<file path="src/rtl/piso_pkg.sv">
// Shared types and constants for the PISO serializer.
package piso_pkg;
    localparam int WORD_W = 4;

    typedef enum logic [1:0] {
        IDLE  = 2'd0,
        SHIFT = 2'd1,
        PAR   = 2'd2
    } state_t;
endpackage

</file>
<file path="src/rtl/piso_serializer_bit_cnt.sv">
// Modulo-WIDTH bit counter with synchronous clear, enable and terminal-count flag.
module bit_cnt
    import piso_pkg::*;
#(
    parameter int WIDTH = WORD_W
) (
    input  logic clk,
    input  logic rst,
    input  logic clr,
    input  logic en,
    output logic tc
);
    localparam int CW = (WIDTH > 1) ? $clog2(WIDTH) : 1;

    logic [CW-1:0] cnt;

    assign tc = (cnt == CW'(WIDTH - 1));

    always_ff @(posedge clk) begin
        if (rst || clr) begin
            cnt <= '0;
        end else if (en) begin
            cnt <= tc ? '0 : cnt + 1'b1;
        end
    end
endmodule

</file>
<file path="src/rtl/piso_serializer.sv">
// Valid/ready parallel-in serial-out shifter with stall and done pulse.
// Optional even-parity trailer bit enabled by defining PIS_PARITY_EN.
module piso_serializer
    import piso_pkg::*;
#(
    parameter int WIDTH     = WORD_W,
    parameter bit MSB_FIRST = 1'b1
) (
    input  logic             clk,
    input  logic             rst,
    input  logic [WIDTH-1:0] parallel_in,
    input  logic             load_valid,
    output logic             load_ready,
    input  logic             sen,
    output logic             serial_out,
    output logic             serial_valid,
    output logic             done
);
    state_t           state;
    logic [WIDTH-1:0] sreg;
    logic             last_bit;
    logic             cnt_clr;
    logic             cnt_en;
`ifdef PIS_PARITY_EN
    logic             par_q;
`endif

    assign cnt_clr = (state == IDLE) && load_valid;
    assign cnt_en  = (state == SHIFT) && sen;

    bit_cnt #(.WIDTH(WIDTH)) u_bit_cnt (
        .clk (clk),
        .rst (rst),
        .clr (cnt_clr),
        .en  (cnt_en),
        .tc  (last_bit)
    );

    // sreg holds the bits not yet presented, aligned so the next one sits at the exit end
    always_ff @(posedge clk) begin
        if (rst) begin
            state        <= IDLE;
            sreg         <= '0;
            serial_out   <= 1'b0;
            serial_valid <= 1'b0;
            load_ready   <= 1'b1;
            done         <= 1'b0;
`ifdef PIS_PARITY_EN
            par_q        <= 1'b0;
`endif
        end else begin
            done <= 1'b0;
            case (state)
                IDLE: begin
                    if (load_valid) begin
                        sreg         <= MSB_FIRST ? (parallel_in << 1) : (parallel_in >> 1);
                        serial_out   <= MSB_FIRST ? parallel_in[WIDTH-1] : parallel_in[0];
                        serial_valid <= 1'b1;
                        load_ready   <= 1'b0;
                        state        <= SHIFT;
`ifdef PIS_PARITY_EN
                        par_q        <= ^parallel_in;
`endif
                    end
                end
                SHIFT: begin
                    if (sen) begin
                        if (!last_bit) begin
                            serial_out <= MSB_FIRST ? sreg[WIDTH-1] : sreg[0];
                            sreg       <= MSB_FIRST ? (sreg << 1) : (sreg >> 1);
                        end else begin
`ifdef PIS_PARITY_EN
                            serial_out <= par_q;
                            state      <= PAR;
`else
                            serial_out   <= 1'b0;
                            serial_valid <= 1'b0;
                            done         <= 1'b1;
                            load_ready   <= 1'b1;
                            state        <= IDLE;
`endif
                        end
                    end
                end
`ifdef PIS_PARITY_EN
                PAR: begin
                    if (sen) begin
                        serial_out   <= 1'b0;
                        serial_valid <= 1'b0;
                        done         <= 1'b1;
                        load_ready   <= 1'b1;
                        state        <= IDLE;
                    end
                end
`endif
                default: begin
                    serial_out   <= 1'b0;
                    serial_valid <= 1'b0;
                    load_ready   <= 1'b1;
                    state        <= IDLE;
                end
            endcase
        end
    end
endmodule

</file>
<file path="config.mk">
export PLATFORM = sky130hd
export DESIGN_NAME = piso_serializer
export DESIGN_NICKNAME = d
export VERILOG_FILES = /design/src/rtl/piso_pkg.sv /design/src/rtl/piso_serializer_bit_cnt.sv /design/src/rtl/piso_serializer.sv
export SDC_FILE = /design/constraint.sdc
export NUM_CORES = 1
export LEC_CHECK = 0
export ABC_AREA = 1
export BUFFER_PORTS_ARGS = -buffer_cell sky130_fd_sc_hd__buf_2
export CORE_MARGIN = 2
export CORE_UTILIZATION = 25
export DETAILED_ROUTE_END_ITERATION = 10
export HOLD_SLACK_MARGIN = 0.08
export SYNTH_ARGS = -nofsm -noshare
export SYNTH_HDL_FRONTEND = slang
export SYNTH_SLANG_ARGS = --single-unit
</file>
<file path="constraint.sdc">
create_clock -name clk -period 1.91 [get_ports clk]
set_input_delay 0 -clock clk [delete_from_list [all_inputs] [get_ports clk]]
set_output_delay 0 -clock clk [all_outputs]
set_load 0.05 [all_outputs]
</file>
==> results.py, run 1 <==
metrics = {
    "pwr": {
        "internal_power_uw": 319.9,
        "combPwrFrac": 0.213,
        "power_frac_clock": 0.320,
        "seqPwrFrac": 0.466,
        "p_sw_uw": 139.1,
        "p_per_area_nw_per_um2": 730.8,
        "ir_worst_vdd_mv": 0.2399,
        "leakage_nw": 0.3229,
        "swShare": 0.3030,
    },
    "logic_synthesis": {
        "avgSynthCellArea_sq_um": 7.374,
        "yosysWarnings": 0,
        "syn_nets": 76,
        "synth.cell_area_sq_um": 486.7,
        "synth_cell_types": 17,
        "async_reset_ff_frac": 0,
        "synth_top_flop_cell": "dfxtp_1",
        "ys_ff_latch": 9,
        "synth_edf_count": 0,
        "seq_area_frac_synth": 0.3702,
        "synth_top_area_frac": 0.3702,
        "synth.area.top_cells": "dfxtp_1, nand2_1, nor2_1",
        "yosys.area.top_type": "dfxtp_1",
        "postSynthCellCount": 66,
    },
    "grt": {
        "grt_max_degree": 10,
        "antenna_found_initial": 0,
        "grt_pass1_vias": 408,
        "grt_util_all_layers": 0.1081,
        "grt_overflow": 0,
        "grt_pass1_wl_mm": 1.635,
    },
    "worst_setup_path": {
        "rr_startpoint": "serial_valid$_SDFFE_PP0P_",
        "r2r_slack_ps": 720,
        "cp_data_arrival_time_ps": 1290,
        "required_ps": 1910,
        "cp_top_family": "flip-flops",
        "worstSetupStartpointType": "register",
        "slowest_delay_ps": 670,
        "crit_chain": "buf_2",
        "worst-path-buf-inv": 1,
        "crit_type": "register to primary output",
        "critPathCaptureType": "primary output",
        "path_max_fanout": 9,
        "timing.rr.end": "serial_out$_SDFFE_PP0P_",
        "r2r_cells": 5,
        "crit_slowest_cell": "dfxtp_1",
    },
    "cells_and_area": {
        "final_area_sq_um": 628.1,
        "final_nets": 95,
        "area_growth_pct": 29.05,
        "final_cell_mix": "nand2_1, nor2_1, buf_2",
        "layout_commonest_cell": "nand2_1",
        "layout.area.seq_sq_um": 180.2,
        "antenna_cells": 0,
        "drive_gt1_frac": 0.2857,
        "multi_input_area_sq_um": 251.5,
        "nFillCells": 200,
    },
    "clock_network": {
        "htree_levels": 1,
        "root_buffer": "clkbuf_4",
        "cts_tree": "done",
        "clock_path_buffers": 2,
        "path_clk_slew_ps": 70,
        "post_cts_resized": 0,
        "clk_latency_ps": 260,
        "cts-buffers-inserted": 3,
        "cts.sink_count": 9,
    },
    "sta": {
        "tns_ps": 0,
        "rsz0062_at_grt": "false",
        "setup_violations": 0,
        "clock_skew_ps": 9.032,
        "period_minus_slack_ps": 1294,
        "maxSlewHeadroom": 0.6346,
        "fmax_mhz": 772.9,
        "final-hold-violation-count": 0,
        "slew_violations": 0,
        "fin_crit_sh": 0.6774,
        "worst_slew_pin_slew_ps": 547.3,
    },
    "detailed_routing": {
        "routed-via-count": 436,
        "drt_iter0_markers": 13,
        "antenna_left": 0,
        "first_pass_iters": 4,
        "viasPerCell": 4.000,
        "route.detailed.drc": 0,
        "totalWireLength_um": 973,
        "wl_per_cell_um": 8.927,
    },
    "job": {
        "drv_cap": 0,
    },
    "die": {
        "ios": 12,
        "initial_utilization": 0.2730,
        "core_area_sq_um": 1783,
        "die-width_um": 48.13,
        "dieArea_sq_um": 2316,
        "die_h_um": 48.13,
        "row_count": 15,
    },
    "hold_path": {
        "holdPathEnd": "sreg[1]$_SDFFE_PP0P_",
        "hp-class": "input port to register",
        "hold_path.startpoint": "parallel_in[0]",
        "whs_path_depth": 5,
    },
    "placed_design": {
        "post-dp-hpwl_um": 719.4,
        "dpl_cell_area_sq_um": 561.8,
        "io_buffer_count": 11,
        "routabilityCongestion": 0.7301,
    },
    "outcome": {
        "outcome": "completed",
    },
}
## final cells by class
class                           count  area share
Inverter                            9     0.06972
Sequential cell                     9      0.2869
Clock buffer                        4     0.04183
Tap cell                           25     0.04980
Multi-Input combinational cell     47      0.4004
Timing Repair Buffer               15      0.1514
## timing repair
action                                 in CTS  in global routing
hold buffers                                4                  0
endpoints found under the hold margin       6                  0
setup buffers                               0                  0
## synth_stat cells (2+ instances only)
cell and n:
a21oi_1 5, dfxtp_1 9, ha_1 2, inv_1 6, nand2_1 16, nand2_4 2, nand3_1 4, nor2_1 11
nor2_2 2, o21ai_1 2
## registers in the layout, summed over array words and instances, names as in the netlist
register       count
u_bit_cnt.cnt      2
sreg               3
serial_out         1
load_ready         1
done               1
serial_valid       1
## worst min-delay path, cell delays in order
cell	delay (ps)
buf_2	70
inv_1	30
nor2_1	80
a21oi_1	50
nor2_1	90
## worst max-delay path by stage
stage	from	end	depth (start not counted)
4_1_cts	serial_valid$_SDFFE_PP0P_	serial_valid	1
5_1_grt	serial_valid$_SDFFE_PP0P_	serial_valid	1
3_3_place_gp	serial_valid$_SDFFE_PP0P_	sreg[1]$_SDFFE_PP0P_	3
6_report	serial_valid$_SDFFE_PP0P_	serial_valid	1
3_5_place_dp	serial_valid$_SDFFE_PP0P_	sreg[1]$_SDFFE_PP0P_	3
2_1_floorplan	serial_valid$_SDFFE_PP0P_	serial_out$_SDFFE_PP0P_	6
## power by group through the flow
stage	sequential, mW	clock, mW	combinational [mW]
floorplan	0.230	0	0.0588
global placement	0.218	0	0.0919
detailed placement	0.219	0	0.0916
CTS	0.214	0.154	0.0984
global route	0.217	0.165	0.109
finish	0.214	0.147	0.0979
## kinds of logic (layout without fill, tap and decap cells)
family | count (synthesis) | after routing | share of synthesized area
fa+ha+maj | 2 | 2 | 0.05141
compound gates | 7 | 7 | 0.07197
simple gates | 38 | 38 | 0.3933
flops | 9 | 9 | 0.3702
buf+inv | 10 | 28 | 0.1131
## per-layer routing
metal,share of wire,vias up,GRT usage
met1,0.48,185,0.1377
met3,0.043,2,0.03333
met2,0.46,10,0.1520
li1,-,239,-
met4,0.018,0,0.08108
met5,0,-,0
## per-stage QoR
step	std cells	utilization	hold slack, ps	worst slack (ps)	power (mW)
2_1_floorplan	66	-	72.38	643.9	0.2884
3_3_place_gp	101	0.3151	211.2	752.3	0.3103
3_5_place_dp	101	0.3151	215.3	731.0	0.3103
4_1_cts	109	0.3523	96.88	604.2	0.4663
5_1_grt	109	0.3523	100.5	551.4	0.4904
6_report	109	0.3523	111.9	616.1	0.4590
Power figures use the tool's default switching activity.
==> run 2, diff against run 1 <==
Clock period 1.91 ns to 1.23 ns, I/O delays scaled along.
==> results.py, run 2 (synthesis results as in run 1) <==
metrics = {
    "die": {
        "dieArea_sq_um": 2316,
        "core_area_sq_um": 1783,
        "die-width_um": 48.13,
        "die_h_um": 48.13,
        "initial_utilization": 0.2730,
        "row_count": 15,
        "ios": 12,
    },
    "detailed_routing": {
        "viasPerCell": 3.836,
        "drt_iter0_markers": 4,
        "route.detailed.drc": 0,
        "antenna_left": 0,
        "first_pass_iters": 3,
        "wl_per_cell_um": 8.700,
        "totalWireLength_um": 957,
        "routed-via-count": 422,
    },
    "grt": {
        "grt_max_degree": 10,
        "grt_overflow": 0,
        "grt_pass1_wl_mm": 1.587,
        "grt_pass1_vias": 385,
        "grt_util_all_layers": 0.1049,
        "antenna_found_initial": 0,
    },
    "sta": {
        "fin_crit_sh": 0.9004,
        "setup_violations": 0,
        "maxSlewHeadroom": 0.7893,
        "tns_ps": 0,
        "clock_skew_ps": 0.7077,
        "rsz0062_at_grt": "false",
        "slew_violations": 0,
        "fmax_mhz": 902.9,
        "worst_slew_pin_slew_ps": 316.1,
        "period_minus_slack_ps": 1107,
        "final-hold-violation-count": 0,
        "hold_ws_ps": 90.40,
    },
    "worst_setup_path": {
        "worstSetupStartpointType": "register",
        "critPathCaptureType": "primary output",
        "slowest_delay_ps": 520,
        "crit_type": "register to primary output",
        "required_ps": 1230,
        "cp_data_arrival_time_ps": 1110,
        "worst-path-buf-inv": 1,
        "crit_slowest_cell": "dfxtp_2",
        "rr_startpoint": "u_bit_cnt.cnt[0]$_SDFFE_PP0P_",
        "cp_top_family": "flip-flops",
        "crit_chain": "buf_2",
        "path_max_fanout": 9,
        "timing.rr.end": "sreg[2]$_SDFFE_PP0P_",
        "r2r_cells": 5,
        "r2r_slack_ps": 160,
    },
    "cells_and_area": {
        "drive_gt1_frac": 0.2941,
        "regMostFlops": "sreg",
        "final_area_sq_um": 639.4,
        "antenna_cells": 0,
        "largest_reg_flops": 3,
        "area_growth_pct": 31.36,
        "top_regs": "sreg x3, u_bit_cnt.cnt x2",
        "layout_commonest_cell": "nand2_1",
        "final_cell_mix": "nand2_1, nor2_1, buf_2",
        "final_nets": 96,
        "nFillCells": 194,
    },
    "clock_network": {
        "clock_path_buffers": 2,
        "htree_levels": 1,
        "cts_tree": "done",
        "clk_latency_ps": 260,
        "cts-buffers-inserted": 3,
        "cts.sink_count": 9,
        "post_cts_resized": 0,
        "cts_hold_buf": 5,
        "path_clk_slew_ps": 60,
        "cts_setup_buffers": 0,
        "root_buffer": "clkbuf_4",
    },
    "placed_design": {
        "io_buffer_count": 11,
        "routabilityCongestion": 0.7939,
        "post-dp-hpwl_um": 676.8,
        "dpl_cell_area_sq_um": 563.0,
    },
    "hold_path": {
        "holdPathEnd": "serial_out$_SDFFE_PP0P_",
        "whs_path_depth": 5,
        "hp-class": "input port to register",
        "hold_path.startpoint": "parallel_in[3]",
    },
    "pwr": {
        "ir_worst_vdd_mv": 0.4323,
        "leakage_nw": 0.3272,
        "p_per_area_nw_per_um2": 1125,
    },
    "job": {
        "drv_cap": 0,
    },
    "outcome": {
        "outcome": "completed",
    },
}
run 2: worst max-delay path by stage:
stage | cells past startpoint | slack (ps) | start | end
floorplan | 6 | 140 | serial_valid$_SDFFE_PP0P_ | serial_out$_SDFFE_PP0P_
global placement | 5 | 190 | serial_valid$_SDFFE_PP0P_ | serial_out$_SDFFE_PP0P_
detailed placement | 5 | 180 | u_bit_cnt.cnt[0]$_SDFFE_PP0P_ | sreg[2]$_SDFFE_PP0P_
CTS | 1 | 110 | serial_valid$_SDFFE_PP0P_ | serial_valid
global route | 5 | 40 | u_bit_cnt.cnt[0]$_SDFFE_PP0P_ | sreg[2]$_SDFFE_PP0P_
finish | 1 | 120 | serial_valid$_SDFFE_PP0P_ | serial_valid
run 2: per-layer routing:
layer / up-vias / wire (um) / global-route usage
met5: - / 0 / 0
met4: 0 / 15 / 0.08108
met3: 2 / 22 / 0.03333
met2: 8 / 412 / 0.1547
met1: 172 / 506 / 0.1256
li1: 240 / - / -
run 2: final cells by class:
class / instances / area (sq um) / share of cell area
clock buffer: 4 / 26.28 / 0.04110
inverter: 9 / 43.79 / 0.06849
multi-input combinational: 47 / 251.5 / 0.3933
sequential: 9 / 181.4 / 0.2838
tap: 25 / 31.28 / 0.04892
timing repair buffer: 16 / 105.1 / 0.1644
run 2: report_power, final:
part           switching (mW)  leakage [nW]  internal (mW)
Clock                   0.107        0.0150          0.125
Combinational          0.0914         0.238         0.0620
Sequential             0.0209        0.0744          0.313
Total                   0.220         0.327          0.500
run 2: per-stage QoR:
step / setup slack, ps / cells / util / total power [mW]
2_1_floorplan: 138.1 / 66 / - / 0.4484
3_3_place_gp: 193.9 / 101 / 0.3158 / 0.4814
3_5_place_dp: 176.8 / 101 / 0.3158 / 0.4809
4_1_cts: 108.8 / 110 / 0.3586 / 0.7344
5_1_grt: 35.72 / 110 / 0.3586 / 0.7682
6_report: 122.5 / 110 / 0.3586 / 0.7195
==> run 3, diff against run 2 <==
Clock period 1.23 ns to 1 ns, I/O delays scaled along.
==> results.py, run 3 (synthesis results as in run 1) <==
metrics = {
    "cells_and_area": {
        "final_cell_mix": "nand2_1, nor2_1, buf_2",
        "nFillCells": 186,
        "antenna_cells": 0,
        "final_area_sq_um": 689.4,
        "regMostFlops": "sreg",
        "stdcell_count": 112,
        "top_regs": "sreg x3, u_bit_cnt.cnt x2",
        "final_nets": 98,
        "drive_gt1_frac": 0.4253,
        "largest_reg_flops": 3,
        "layout_commonest_cell": "nand2_1",
        "fin_util": 0.3867,
        "area_growth_pct": 41.65,
    },
    "pwr": {
        "p_total_uw": 921.1,
        "ir_worst_vdd_mv": 0.6540,
        "p_per_area_nw_per_um2": 1336,
        "leakage_nw": 0.3433,
    },
    "clock_network": {
        "htree_levels": 1,
        "root_buffer": "clkbuf_4",
        "cts.sink_count": 9,
        "clk_latency_ps": 260,
        "cts_tree": "done",
        "cts-buffers-inserted": 3,
        "path_clk_slew_ps": 70,
        "clock_path_buffers": 2,
    },
    "placed_design": {
        "dpl_cell_area_sq_um": 573.1,
        "pre_cts_ws_ps": -29.41,
        "io_buffer_count": 11,
        "routabilityCongestion": 0.8298,
        "post-dp-hpwl_um": 694.2,
        "place_inst": 102,
    },
    "detailed_routing": {
        "routed-via-count": 445,
        "wl_per_cell_um": 10.30,
        "route.detailed.drc": 0,
        "viasPerCell": 3.973,
        "drt_iter0_markers": 3,
        "antenna_left": 0,
        "first_pass_iters": 2,
        "totalWireLength_mm": 1.154,
    },
    "sta": {
        "hold_ws_ps": 112.3,
        "worst_slew_pin_slew_ps": 248.4,
        "tns_ps": -78.10,
        "period_minus_slack_ps": 1039,
        "setup_violations": 3,
        "setup_ws_ps": -39.26,
        "rsz0062_at_grt": "true",
        "fmax_mhz": 962.2,
        "clock_skew_ps": 1.945,
        "fin_crit_sh": 1.039,
        "final-hold-violation-count": 0,
        "slew_violations": 0,
        "maxSlewHeadroom": 0.8355,
    },
    "worst_setup_path": {
        "path_max_fanout": 6,
        "crit_type": "register to register",
        "required_ps": 1150,
        "worstSetupStartpointType": "register",
        "critPathCaptureType": "register",
        "cp_data_arrival_time_ps": 1190,
    },
    "die": {
        "row_count": 15,
        "dieArea_sq_um": 2316,
        "initial_utilization": 0.2730,
        "core_area_sq_um": 1783,
        "die_h_um": 48.13,
        "die-width_um": 48.13,
        "ios": 12,
    },
    "grt": {
        "grt_overflow": 0,
        "grt_pass1_vias": 431,
        "grt_util_all_layers": 0.1155,
        "antenna_found_initial": 0,
        "use_met1": 0.1435,
        "grt_pass1_wl_mm": 1.766,
        "gr-max-usage-layer": "met2",
        "grtUsageMet2": 0.1707,
        "grt_max_degree": 10,
        "grt_use_met3": 0.03333,
    },
    "hold_path": {
        "hp-class": "input port to register",
    },
    "job": {
        "drv_cap": 0,
    },
    "outcome": {
        "outcome": "complete, but fails checks",
        "violations": "setup timing",
    },
}
-- run 3: layout make-up --
type	instances	area, sq um	area share
inverter	9	43.79	0.06352
timing repair buffer	18	122.6	0.1779
sequential	9	186.4	0.2704
clock buffer	4	26.28	0.03811
multi-input combinational	47	279.0	0.4047
tap	25	31.28	0.04537
-- run 3: worst max-delay path, stage by stage, from the launching register on --
cell and delay [ps]:
dfxtp_2 340, ha_2 190, inv_2 70, nand3_4 110
a21oi_2 160, nor2_1 60
-- run 3: where the power goes --
group          total, mW  switching (mW)  internal, mW
Clock              0.298           0.144         0.154
Combinational      0.214           0.127        0.0872
Sequential         0.409          0.0254         0.384
-- run 3: metal layers --
layer | wire (um) | part of all wire | vias to the layer above
li1 | - | - | 245
met2 | 537 | 0.47 | 9
met3 | 30 | 0.026 | 2
met4 | 27 | 0.023 | 0
met1 | 559 | 0.48 | 189
met5 | 0 | 0 | -
-- run 3: path summary, 6_finish.rpt --
| check | from | to | slack (ps) | depth (start not counted) |
|---|---|---|---|---|
| max | u_bit_cnt.cnt[0]$_SDFFE_PP0P_ | sreg[3]$_SDFFE_PP0P_ | -40 | 5 |
| max reg2reg | u_bit_cnt.cnt[0]$_SDFFE_PP0P_ | sreg[3]$_SDFFE_PP0P_ | -40 | 5 |
| min reg2reg | load_ready$_SDFFE_PP1P_ | load_ready$_SDFFE_PP1P_ | 480 | 2 |
| min | parallel_in[3] | serial_out$_SDFFE_PP0P_ | 110 | 5 |
-- run 3: what timing repair did --
item                                   4_1_cts  5_1_grt
buffers inserted                             0        1
setup endpoints to repair                    4        3
endpoints found under the hold margin        8        0
resized for setup                            2        9
hold buffers                                 5        0
pin swaps                                    0        2
